### src/rtl/pc_seq_pkg.sv
// pc_seq_pkg -- shared definitions for the pc_sequencer instruction-cycle
// controller: sequencer states, opcode encodings and instruction field
// positions, plus the conditional-jump resolution helper.
package pc_seq_pkg;

    typedef enum logic [2:0] {
        IDLE   = 3'd0,
        FETCH  = 3'd1,
        DECODE = 3'd2,
        EXEC   = 3'd3,
        UPDATE = 3'd4,
        HALTED = 3'd5
    } state_t;

    localparam logic [3:0] OP_CALL = 4'hA;
    localparam logic [3:0] OP_RET  = 4'hB;
    localparam logic [3:0] OP_JMP  = 4'hC;
    localparam logic [3:0] OP_JZ   = 4'hD;
    localparam logic [3:0] OP_JNZ  = 4'hE;
    localparam logic [3:0] OP_HALT = 4'hF;

    // Opcode field; the jump target occupies the low ADDR_W bits of ir.
    localparam int OPC_MSB = 15;
    localparam int OPC_LSB = 12;

    // Whether a jump-class opcode takes the load path for the given zero flag.
    function automatic logic cond_taken(input logic [3:0] op, input logic z);
        case (op)
            OP_JMP:  cond_taken = 1'b1;
            OP_JZ:   cond_taken = z;
            OP_JNZ:  cond_taken = ~z;
            default: cond_taken = 1'b0;
        endcase
    endfunction

endpackage

### src/rtl/pc_sequencer_ret_stack.sv
// ret_stack -- small LIFO of return addresses for CALL/RET.
// Ports:
//   clk, rst        clock / synchronous active-high reset (clears the pointer)
//   push, pop       operations; ignored when full / empty respectively
//   push_data [W]   address to push
//   top [W]         current top entry (0 when empty)
//   full, empty     occupancy flags
module ret_stack #(
    parameter int DEPTH = 4,
    parameter int W     = 9
) (
    input  logic         clk,
    input  logic         rst,
    input  logic         push,
    input  logic         pop,
    input  logic [W-1:0] push_data,
    output logic [W-1:0] top,
    output logic         full,
    output logic         empty
);

    localparam int PW = $clog2(DEPTH + 1);
    localparam int IW = (DEPTH > 1) ? $clog2(DEPTH) : 1;

    logic [PW-1:0] sp;
    logic [W-1:0]  mem [DEPTH];

    assign full  = (sp == PW'(DEPTH));
    assign empty = (sp == '0);
    assign top   = empty ? '0 : mem[IW'(sp - PW'(1))];

    always_ff @(posedge clk) begin
        if (rst) begin
            sp <= '0;
        end else if (push && !full) begin
            sp <= sp + PW'(1);
        end else if (pop && !empty) begin
            sp <= sp - PW'(1);
        end
    end

    // Storage itself is not reset; only the pointer decides what is valid.
    always_ff @(posedge clk) begin
        if (push && !full) begin
            mem[sp[IW-1:0]] <= push_data;
        end
    end

endmodule

### src/rtl/pc_sequencer.sv
// pc_sequencer -- instruction-cycle controller for the program_counter.
// Runs FETCH / DECODE / EXEC / UPDATE, handles the instruction-memory read
// handshake and resolves JMP / JZ / JNZ / HALT.
// Optional feature macro: PC_SEQ_CALL_STACK_EN adds CALL/RET with a
// STACK_DEPTH-entry return stack and a sticky fault flag.
// Ports:
//   clk, rst                 clock / synchronous active-high reset
//   run                      keep sequencing; 0 stops at next instruction boundary
//   pc_value [ADDR_W]        current program_counter value
//   mem_rd_req / mem_rd_ack  instruction read handshake, mem_rd_data [INSTR_W]
//   exec_start / exec_done   execute datapath handshake, flag_z zero flag
//   pc_load, pc_inc, pc_enOut, pc_in_value [ADDR_W]  program_counter controls
//   ir [INSTR_W]             latched instruction
//   halted                   in HALTED state
//   fault                    sticky stack error (0 without the feature)
module pc_sequencer
    import pc_seq_pkg::*;
#(
    parameter int ADDR_W      = 9,
    parameter int INSTR_W     = 16,
    parameter int STACK_DEPTH = 4
) (
    input  logic               clk,
    input  logic               rst,
    input  logic               run,
    input  logic [ADDR_W-1:0]  pc_value,
    output logic               mem_rd_req,
    input  logic               mem_rd_ack,
    input  logic [INSTR_W-1:0] mem_rd_data,
    output logic               exec_start,
    input  logic               exec_done,
    input  logic               flag_z,
    output logic               pc_load,
    output logic               pc_inc,
    output logic               pc_enOut,
    output logic [ADDR_W-1:0]  pc_in_value,
    output logic [INSTR_W-1:0] ir,
    output logic               halted,
    output logic               fault
);

    state_t state, state_nx;

    logic [3:0]        opcode;
    logic [ADDR_W-1:0] target;
    logic              upd_load;    // UPDATE takes the load path
    logic              exec_first;  // first EXEC cycle: pulse start, ignore done
    logic              dec_load;
    logic [ADDR_W-1:0] dec_value;

    assign opcode = ir[OPC_MSB:OPC_LSB];
    assign target = ir[ADDR_W-1:0];

`ifdef PC_SEQ_CALL_STACK_EN
    logic              stk_push, stk_pop, stk_full, stk_empty;
    logic [ADDR_W-1:0] stk_top;
    logic              dec_fault;

    ret_stack #(
        .DEPTH (STACK_DEPTH),
        .W     (ADDR_W)
    ) u_ret_stack (
        .clk       (clk),
        .rst       (rst),
        .push      (stk_push),
        .pop       (stk_pop),
        .push_data (pc_value + ADDR_W'(1)),
        .top       (stk_top),
        .full      (stk_full),
        .empty     (stk_empty)
    );

    always_ff @(posedge clk) begin
        if (rst) begin
            fault <= 1'b0;
        end else if (dec_fault) begin
            fault <= 1'b1;
        end
    end
`else
    logic unused_cfg;
    assign unused_cfg = ^{pc_value, (STACK_DEPTH > 0)};
    assign fault      = 1'b0;
`endif

    // State register
    always_ff @(posedge clk) begin
        if (rst) begin
            state <= IDLE;
        end else begin
            state <= state_nx;
        end
    end

    // Next-state and decode resolution
    always_comb begin
        state_nx  = state;
        dec_load  = 1'b0;
        dec_value = target;
`ifdef PC_SEQ_CALL_STACK_EN
        stk_push  = 1'b0;
        stk_pop   = 1'b0;
        dec_fault = 1'b0;
`endif
        case (state)
            IDLE:   if (run) state_nx = FETCH;
            FETCH:  if (mem_rd_ack) state_nx = DECODE;
            DECODE: begin
                case (opcode)
                    OP_HALT: state_nx = HALTED;
                    OP_JMP, OP_JZ, OP_JNZ: begin
                        dec_load = cond_taken(opcode, flag_z);
                        state_nx = UPDATE;
                    end
`ifdef PC_SEQ_CALL_STACK_EN
                    OP_CALL: begin
                        if (stk_full) begin
                            dec_fault = 1'b1;
                            state_nx  = HALTED;
                        end else begin
                            stk_push = 1'b1;
                            dec_load = 1'b1;
                            state_nx = UPDATE;
                        end
                    end
                    OP_RET: begin
                        if (stk_empty) begin
                            dec_fault = 1'b1;
                            state_nx  = HALTED;
                        end else begin
                            stk_pop   = 1'b1;
                            dec_load  = 1'b1;
                            dec_value = stk_top;
                            state_nx  = UPDATE;
                        end
                    end
`endif
                    default: state_nx = EXEC;
                endcase
            end
            EXEC:   if (!exec_first && exec_done) state_nx = UPDATE;
            UPDATE: state_nx = run ? FETCH : IDLE;
            HALTED: state_nx = HALTED;
            default: state_nx = IDLE;
        endcase
    end

    // Instruction register and decode results carried into EXEC / UPDATE
    always_ff @(posedge clk) begin
        if (rst) begin
            ir          <= '0;
            pc_in_value <= '0;
            upd_load    <= 1'b0;
            exec_first  <= 1'b0;
        end else begin
            if (state == FETCH && mem_rd_ack) begin
                ir <= mem_rd_data;
            end
            if (state == DECODE) begin
                upd_load   <= dec_load;
                exec_first <= (state_nx == EXEC);
                if (dec_load) begin
                    pc_in_value <= dec_value;
                end
            end else if (state == EXEC) begin
                exec_first <= 1'b0;
            end
        end
    end

    // Outputs
    always_comb begin
        mem_rd_req = 1'b0;
        pc_enOut   = 1'b0;
        exec_start = 1'b0;
        pc_load    = 1'b0;
        pc_inc     = 1'b0;
        halted     = 1'b0;
        case (state)
            FETCH: begin
                mem_rd_req = 1'b1;
                pc_enOut   = 1'b1;
            end
            EXEC:   exec_start = exec_first;
            UPDATE: begin
                pc_load = upd_load;
                pc_inc  = ~upd_load;
            end
            HALTED: halted = 1'b1;
            default: ;
        endcase
    end

endmodule

### config.mk
export PLATFORM = sky130hd
export DESIGN_NAME = pc_sequencer
export DESIGN_NICKNAME = d
export VERILOG_FILES = /design/src/rtl/pc_seq_pkg.sv /design/src/rtl/pc_sequencer_ret_stack.sv /design/src/rtl/pc_sequencer.sv
export SDC_FILE = /design/constraint.sdc
export NUM_CORES = 1
export LEC_CHECK = 0
export BUFFER_PORTS_ARGS = -buffer_cell sky130_fd_sc_hd__buf_2
export CAP_MARGIN = 5
export CORE_ASPECT_RATIO = 0.5
export CORE_MARGIN = 8
export CORE_UTILIZATION = 43
export CTS_BUF_LIST = sky130_fd_sc_hd__clkbuf_2 sky130_fd_sc_hd__clkbuf_4 sky130_fd_sc_hd__clkbuf_8
export DETAILED_ROUTE_END_ITERATION = 10
export GPL_TIMING_DRIVEN = 0
export PLACE_DENSITY = 0.82
export SYNTH_ARGS = -nofsm -noshare
export SYNTH_HDL_FRONTEND = slang
export SYNTH_SLANG_ARGS = --single-unit
### constraint.sdc
create_clock -name clk -period 1.2 [get_ports clk]
set_input_delay 0.06 -clock clk [delete_from_list [all_inputs] [get_ports clk]]
set_output_delay 0.06 -clock clk [all_outputs]
set_load 0.01 [all_outputs]
==> flow_metrics.env <==
export IMPL_critPathKind="reg -> reg"
export IMPL_drt_iter0_markers=60
export IMPL_met3_usage_pct=4.98
export IMPL_wl_per_cell_um=16.5
export IMPL_synth_edf_count=0
export IMPL_hold_path_class="in -> reg"
export IMPL_avgViaCountPerCell=5.06
export IMPL_port_buffers=51
export IMPL_worst_path_max_delay_cell="dfxtp_4"
export IMPL_syn_instance_count=149
export IMPL_clk_pin_slew_ps=70
export IMPL_synth_area_leaders="dfxtp_1 44%, nand2_1 9.0%, nand2b_1 8.7%"
export IMPL_syn_nets=180
export IMPL_drc=0
export IMPL_period_minus_slack_ps=1430
export IMPL_synth_top_area_cell="dfxtp_1"
export IMPL_synth_compound_area_share_pct=12.0
export IMPL_setup_viol=36
export IMPL_reg2reg_slack_ps=-230
export IMPL_overflow=0
export IMPL_hold_violations=0
export IMPL_core_area_mm2=0.00301
export IMPL_cts_buffer_depth=2
export IMPL_rr_endpoint="ir[10]"
export IMPL_vias=1350
export IMPL_rsz0062_at_grt="true"
export IMPL_cp_end_kind="flop"
export IMPL_fin_worst_skew_ps=3.88
export IMPL_p_total_uw=2460
export IMPL_yosysUniqueCellTypes=34
export IMPL_critical_path_arrival_ps=1600
export IMPL_grt_pass1_vias=1288
export IMPL_grt_max_degree=11
export IMPL_start_util_pct=45.4
export IMPL_fin_nets=257
export IMPL_ys_warn_count=0
export IMPL_period_share_pct=119
export IMPL_synth_top_area_share_pct=43.9
export IMPL_cellPowerDensity_mw_per_mm2=1160
export IMPL_drive_above_1_share_pct=55.9
export IMPL_cts_tree="yes"
export IMPL_grt_pass1_wl_mm=6.30
export IMPL_cp_start_kind="flop"
export IMPL_r2r_start="state[2]"
export IMPL_use_met2_pct=26.2
export IMPL_die_width_um=95.8
export IMPL_worst_pin_slew_ps=580
export IMPL_holdPathStages=3
export IMPL_final_common_cell="buf_2"
export IMPL_worstPathCellList="buf_4 -> and4bb_2 -> buf_6 -> buf_6 -> nand2_1 -> a21oi_1"
export IMPL_grt_usage_pct=14.9
export IMPL_area_delta_synth_final_pct=55.3
export IMPL_cap_violations=0
export IMPL_fp_dieH_um=55.9
export IMPL_final_cells=267
export IMPL_layout_common_cells="52 x buf_2, 26 x nand2_1, 25 x dfxtp_1"
export IMPL_vdd_ir_drop_max_uv=816
export IMPL_failed_checks="negative setup slack"
export IMPL_cts_buffers=5
export IMPL_crit_fanout=7
export IMPL_synthSimpleGateAreaFrac_pct=28.9
export IMPL_htree_levels=2
export IMPL_dpl_hpwl_mm=2.50
export IMPL_synth_seq_cells=30
export IMPL_cp_startpoint="state[2]"
export IMPL_synth_top_family_by_area="simple AND/OR/NAND/NOR gates"
export IMPL_reg2reg_depth=6
export IMPL_status="finished with violations"
export IMPL_synth_mux_area_share_pct=7.40
export IMPL_synth_avg_cell_area_um2=9.19
export IMPL_finalWeightedCongestion=0.794
export IMPL_setup_tns_ps=-3120
export IMPL_max_freq_mhz=702
export IMPL_drtPass1Iterations=4
export IMPL_netlist_area_mm2=0.00137
export IMPL_slowest_delay_ps=370
export IMPL_antenna_found_initial=0
export IMPL_slew_violations=0
export IMPL_cp_common_cell="buf_6"
export IMPL_wl_mm=4.40
export IMPL_num_antenna_cells=0
export IMPL_p_leak_uw=0.000895
export IMPL_async_reset_ff_share_pct=0
export IMPL_postRouteAntennaNets=0
export IMPL_met1_usage_pct=16.9
export IMPL_synth_xor_area_share_pct=0
export IMPL_required_ps=1380
export IMPL_insertion_delay_ps=280
export IMPL_slew_headroom_pct=61.3
export IMPL_synth_fa_ha_area_share_pct=0
export IMPL_ys_seq_area_share_pct=43.9
export IMPL_pin_count=63
export IMPL_dp_cells=240
export IMPL_ys_flop_type="dfxtp_1"
export IMPL_cts_sinks=30
export IMPL_rows=14
export IMPL_setup_ws_ps=-225
export IMPL_busiest_layer="met2"
export IMPL_endpoint="ir[10]"
export IMPL_fp_dieArea_mm2=0.00535
export IMPL_cts_root_buf="clkbuf_8"
## report_power, final
part	switching [uW]	leakage, uW	internal, uW
Sequential	40.9	0.000246	1040
Clock	385	0.0000472	460
Combinational	252	0.000602	284
## through the flow
stage          setup WS (ps)  instance area (um2)  utilization [%]  hold slack [ps]
2_1_floorplan           3.36                 1380                -              196
3_3_place_gp            -103                 1680             55.8              300
3_5_place_dp            -134                 1680             55.8              307
4_1_cts                 -116                 1950             64.7             11.2
5_1_grt                 -233                 2130             70.6             5.35
6_report                -225                 2130             70.6             7.64
## worst min-delay path by stage
stage               startpoint     end  slack (ps)
2_1_floorplan  mem_rd_data[10]  ir[10]         200
3_3_place_gp    mem_rd_data[8]   ir[8]         300
3_5_place_dp    mem_rd_data[9]   ir[9]         310
4_1_cts        mem_rd_data[15]  ir[15]          10
5_1_grt        mem_rd_data[15]  ir[15]           5
6_report       mem_rd_data[15]  ir[15]           8
## cell usage after synthesis (2+ instances only)
cell type  instances
nand2_1           33
mux2i_1            9
nand2b_1          19
buf_2              2
nor3b_1            2
a21oi_1           17
clkbuf_1           2
dfxtp_1           30
nor2_1             2
a22oi_1            2
buf_4              5
buf_6              4
## critical path, delay by kind of cell, from the launching register on
family | cells | cell delay [ps]
compound gates | 1 | 220
buf+inv | 3 | 380
flops | 1 | 370
simple gates | 2 | 360
## timing repair
| action | in CTS | in global routing |
|---|---|---|
| buffers inserted | 13 | 4 |
| setup endpoints to repair | 29 | 36 |
| resized for setup | 23 | 26 |
| hold buffers | 0 | 0 |
| cloned | 2 | 1 |
| pin swaps | 11 | 10 |
## sequential cells by signal, indices dropped and copies added (netlist names)
register,cells
exec_first,1
ir,16
pc_in_value,9
state,3
upd_load,1
## area by class of cell
type | count | area (um2)
sequential | 30 | 614
clock inverter | 2 | 12.5
inverter | 1 | 3.75
clock buffer | 6 | 82.6
multi-input combinational | 105 | 800
fill | 201 | 887
buffer | 12 | 111
timing repair buffer | 71 | 452
tap | 40 | 50.0
## logic make-up (layout without fill, tap and decap cells)
kind of cell    Yosys count  after routing
other cells               1              1
flops                    30             30
mux                      10             10
simple gates             68             68
compound gates           26             26
buf+inv                  14             92
## routing by layer
layer	up-vias	wire length, um	share of wire, %
li1	650	-	-
met1	651	1830	42
met2	43	2260	51
met3	6	247	5.6
met4	0	57	1.3
met5	-	0	0
Power figures use the tool's default switching activity.
